==> src/rtl/contador_parametrizado.sv <==
// Parametrised up/down/bounce counter with programmable bounds, step, load and
// a registered terminal-count pulse.
module contador_parametrizado #(
    parameter int WIDTH = 4
) (
    input  logic             CLK,
    input  logic             R,
    input  logic             EN,
    input  logic [1:0]       MODE,
    input  logic             LD,
    input  logic [WIDTH-1:0] LD_VAL,
    input  logic [WIDTH-1:0] LO,
    input  logic [WIDTH-1:0] HI,
    input  logic [WIDTH-1:0] STEP,
    output logic [WIDTH-1:0] O,
    output logic             DIR,
    output logic             TC
);

    // Two guard bits: one for the carry of O+S, one for the sign of O-S.
    localparam int XW = WIDTH + 2;

    typedef logic signed [XW-1:0] ext_t;

    typedef enum logic [1:0] {
        MODE_UP     = 2'b00,
        MODE_DOWN   = 2'b01,
        MODE_BOUNCE = 2'b10,
        MODE_HOLD   = 2'b11
    } mode_t;

    function automatic ext_t widen(input logic [WIDTH-1:0] v);
        return ext_t'({2'b00, v});
    endfunction

    function automatic logic [WIDTH-1:0] sat_hi(input ext_t v, input logic [WIDTH-1:0] hi);
        return (v > widen(hi)) ? hi : v[WIDTH-1:0];
    endfunction

    function automatic logic [WIDTH-1:0] sat_lo(input ext_t v, input logic [WIDTH-1:0] lo);
        return (v < widen(lo)) ? lo : v[WIDTH-1:0];
    endfunction

    mode_t mode;
    ext_t  o_x, lo_x, hi_x, s_x, up_x, dn_x;

    assign mode = mode_t'(MODE);
    assign o_x  = widen(O);
    assign lo_x = widen(LO);
    assign hi_x = widen(HI);
    assign s_x  = (STEP == '0) ? ext_t'(1) : widen(STEP);
    assign up_x = o_x + s_x;
    assign dn_x = o_x - s_x;

    always_ff @(posedge CLK) begin
        if (R) begin
            O   <= '0;
            DIR <= 1'b0;
            TC  <= 1'b0;
        end else if (LD) begin
            O  <= LD_VAL;
            TC <= 1'b0;
        end else if (!EN || mode == MODE_HOLD) begin
            TC <= 1'b0;
        end else if (lo_x >= hi_x) begin
            O  <= LO;
            TC <= 1'b0;
        end else begin
            case (mode)
                MODE_UP: begin
                    DIR <= 1'b0;
                    if (o_x >= hi_x || up_x > hi_x) begin
                        O  <= LO;
                        TC <= 1'b1;
                    end else begin
                        O  <= up_x[WIDTH-1:0];
                        TC <= 1'b0;
                    end
                end
                MODE_DOWN: begin
                    DIR <= 1'b1;
                    if (o_x <= lo_x || dn_x < lo_x) begin
                        O  <= HI;
                        TC <= 1'b1;
                    end else begin
                        O  <= dn_x[WIDTH-1:0];
                        TC <= 1'b0;
                    end
                end
                MODE_BOUNCE: begin
                    // Turning edges move immediately in the new direction.
                    if (!DIR) begin
                        if (o_x >= hi_x) begin
                            O   <= sat_lo(dn_x, LO);
                            DIR <= 1'b1;
                            TC  <= 1'b1;
                        end else begin
                            O  <= sat_hi(up_x, HI);
                            TC <= 1'b0;
                        end
                    end else begin
                        if (o_x <= lo_x) begin
                            O   <= sat_hi(up_x, HI);
                            DIR <= 1'b0;
                            TC  <= 1'b1;
                        end else begin
                            O  <= sat_lo(dn_x, LO);
                            TC <= 1'b0;
                        end
                    end
                end
                default: TC <= 1'b0;
            endcase
        end
    end

endmodule
==> config.mk <==
export PLATFORM = sky130hd
export DESIGN_NAME = contador_parametrizado
export DESIGN_NICKNAME = d
export VERILOG_FILES = /design/src/rtl/contador_parametrizado.sv
export SDC_FILE = /design/constraint.sdc
export NUM_CORES = 1
export LEC_CHECK = 0
export BUFFER_PORTS_ARGS = -buffer_cell sky130_fd_sc_hd__buf_2
export CAP_MARGIN = 20
export CORE_MARGIN = 10
export CORE_UTILIZATION = 30
export DETAILED_ROUTE_END_ITERATION = 8
export PLACE_DENSITY = 0.57
export SYNTH_ARGS = -nofsm -noshare
export SYNTH_HDL_FRONTEND = slang
export SYNTH_SLANG_ARGS = --single-unit
==> constraint.sdc <==
create_clock -name CLK -period 8.3 [get_ports CLK]
set_input_delay 0.415 -clock CLK [delete_from_list [all_inputs] [get_ports CLK]]
set_output_delay 0.415 -clock CLK [all_outputs]
set_load 0.01 [all_outputs]
==> metrics <==
status finished, final reports clean; worst skew pair latency 220 ps; skew final approximately 2.3 ps; Initial Utilization 0.310; antenna viol nets, final 0; Clk pwr share 0.166; post-layout util 0.352; FF/Latch Area 120 µm²; Yosys top cell by area ha_1; global route total overflow 0; largest net degree at the start of global routing 15; CTS buffer count 3; Placer Congestion just under 0.9; Worst Setup Start Kind input port; Post-Route Setup TNS 0 ps; first-pass GRT wire length 7680 µm; DR iter-0 viols 133; CTS tree done; Net Sw Frac 0.466; Power Dens Cells between 100 and 150 mW/mm²; Int Pwr 138 µW; vias in the first global route 1562; Placed Area 0.00177 mm²; # hold bufs at CTS 0; via count roughly 1.6k; Worst path slowest cell or3_1; Distinct cells, synth slightly below 60; Yosys reg bits 6; top cells by area, synth ha_1 (25%), dfxtp_1 (7.5%), inv_1 (5.2%); ys flop type dfxtp_1; Seq/Total Area, Yosys 0.0753; Hold Path Depth 2; Tcrit/Tclk final 0.406; initial antenna violation count 0; number of synthesized flops with an enable pin 0; CTS max path bufs 2; Hold Path End DIR$_SDFFE_PP0P_; Power Total 258 µW; Total Die Area 0.00863 mm²; Post-CTS Setup Bufs 0; layout cells sized above 1 0.194; Core Area 0.00514 mm²; Post-Synthesis Cell Area ~0.0016 mm²; final setup fails 0; asr flop ratio synth 0; post-layout instance area 0.00181 mm²; slowest stage delay, CP 420 ps; io pins 28; R2R depth 12; fin crit period 3370 ps; endpoints failing hold 0; Gates resized, CTS repair 0; Logic pwr share 0.686; Clock Pin Slew Worst Setup and Hold Paths 30 ps; Slew HR 0.617; Remaining DRCs 0; clk sinks 6; crit path capture type flip-flop; FF-to-FF Start O[2]$_SDFFE_PP0P_; NetSw 120 µW; # rows 26; top cell type's share of synthesized area 0.251; die height 92.9 µm; FF-to-FF setup slack approximately 5000 ps; r2r endpoint O[2]$_SDFFE_PP0P_; Least-Margin Pin Slew around 570 ps; synthesized area per cell 7.86 µm²; P_leak 0.000859 µW; Via-to-Cell Ratio about 5.4; diode count 0; routed len/inst 15.7 µm; PortBufs 27; RSZ-0062 raised after global routing no; CP arrival 3470 ps; Final #Nets approximately 290; overall global routing resource usage 0.107; Multi-input gate area 0.00135 mm²; Crit Path Category in -> reg; most common cell in the netlist ha_1; Syn Inst Count 203; HPWL after DPL 3910 µm; Ys Warns 0; synth-to-layout area growth 13.6%; Fillers roughly 570; TritonRoute pass-1 iters 4; Min-Delay Path Class in -> reg; Max Slew Vio Count 0; Peak Freq between 200 and 300 MHz; Routed WL 4670 µm; hold_sp R; Synth Net Count 259; sequential power share 0.148; Critical Path Most Common Cell ha_1; top post-synthesis cells by count ha_1 (32), inv_1 (22), nand2_1 (15), nor2_1 (14), o21ai_0 (12); Crit path required time 8410 ps; chip width about 93 µm; Crit Path Max Fanout 6; total of max-cap violations 0; H-tree depth 1; Peak VDD IR between 0.07 and 0.08 mV; critical path, cell by cell buf_2 > inv_1 > a31o_2 > ha_1 > fa_1 > xnor2_1 > ha_1 > a211o_1 > a31oi_1 > or3_1 > nor3_2 > o21ai_1 > a221o_1 > o22a_1; Clock Tree Root clkbuf_8
==> stage by stage <==
step,instances,worst slack [ps],hold slack (ps)
floorplan,203,5120,520
global placement,294,4790,515
detailed placement,294,4760,516
CTS,297,4980,468
global route,297,4680,488
finish,297,4930,478
==> layout by cell type, fill, tap and decap left out, types with 2 or more instances in the layout <==
cell | netlist | layout
nor3_1 | 4 | 4
nand4_1 | 3 | 3
a21oi_1 | 9 | 9
mux2_2 | 3 | 3
a31o_2 | 2 | 2
nor2_1 | 14 | 14
fa_1 | 2 | 2
a21o_1 | 2 | 2
nor4_1 | 2 | 2
buf_2 | 2 | 27
nand2_1 | 15 | 15
inv_1 | 22 | 22
o211ai_1 | 3 | 3
dfxtp_1 | 6 | 6
o211a_1 | 2 | 2
o21ai_1 | 3 | 3
a22oi_1 | 3 | 3
nand2b_1 | 3 | 3
o21a_1 | 3 | 3
o2111ai_1 | 4 | 4
ha_1 | 32 | 32
a31oi_1 | 2 | 2
o21ai_0 | 12 | 12
o31ai_1 | 2 | 2
nor2b_1 | 3 | 3
nand3_1 | 7 | 7
xnor2_1 | 3 | 3
mux2i_1 | 4 | 4
clkbuf_8 | 0 | 3
o22ai_1 | 2 | 2
==> how the worst max path moves through the flow <==
stage	start	to	slack, ps	depth (start not counted)
after global routing	O[2]$_SDFFE_PP0P_	O[2]$_SDFFE_PP0P_	4680	12
after floorplan	STEP[2]	O[1]$_SDFFE_PP0P_	5120	12
after global placement	STEP[1]	O[1]$_SDFFE_PP0P_	4790	13
final	STEP[1]	O[2]$_SDFFE_PP0P_	4930	14
after detailed placement	STEP[1]	O[2]$_SDFFE_PP0P_	4760	14
after CTS	STEP[1]	O[2]$_SDFFE_PP0P_	4980	14
==> power groups by stage <==
stage          clock [µW]  combinational [µW]  sequential [µW]
6_report             43.0                 177             38.2
5_1_grt              45.8                 196             38.8
4_1_cts              44.3                 176             38.1
3_5_place_dp            0                 175             38.6
3_3_place_gp            0                 175             38.8
2_1_floorplan           0                 134             37.2
==> critical path, delay by kind of cell <==
kind | cells | cell delay, ps
compound gates | 6 | 970
xor+xnor | 1 | 190
fa+ha+maj | 3 | 920
buf+inv | 2 | 210
simple gates | 2 | 740
==> cells by family (layout without fill, tap and decap cells) <==
logic type	count (synthesis)	after routing	synth area share
AND/OR/NAND/NOR	61	61	0.200
XOR/XNOR	4	4	0.0220
adder cells (fa/ha/maj)	34	34	0.276
buffers and inverters	28	52	0.0816
flip-flops	6	6	0.0753
AO/OA/AOI/OAI	63	63	0.299
multiplexers	7	7	0.0463
==> metal layers <==
layer,GRT usage,share of wire,wire length [µm]
met1,0.147,0.50,2320
met2,0.168,0.43,2030
met3,0.0145,0.054,250
met4,0.0321,0.015,71
met5,0,0,0
==> final cells by class <==
cell class / count / share of cell area
flip-flops and latches: 6 / 0.0663
multi-input cells: 169 / 0.742
repair buffers: 27 / 0.0746
clock buffers: 3 / 0.0228
well taps: 70 / 0.0483
inverters: 22 / 0.0456
==> flip-flops by register name, summed over array words and instances (netlist names) <==
register / count
TC: 1
DIR: 1
O: 4
Power figures use the tool's default switching activity.
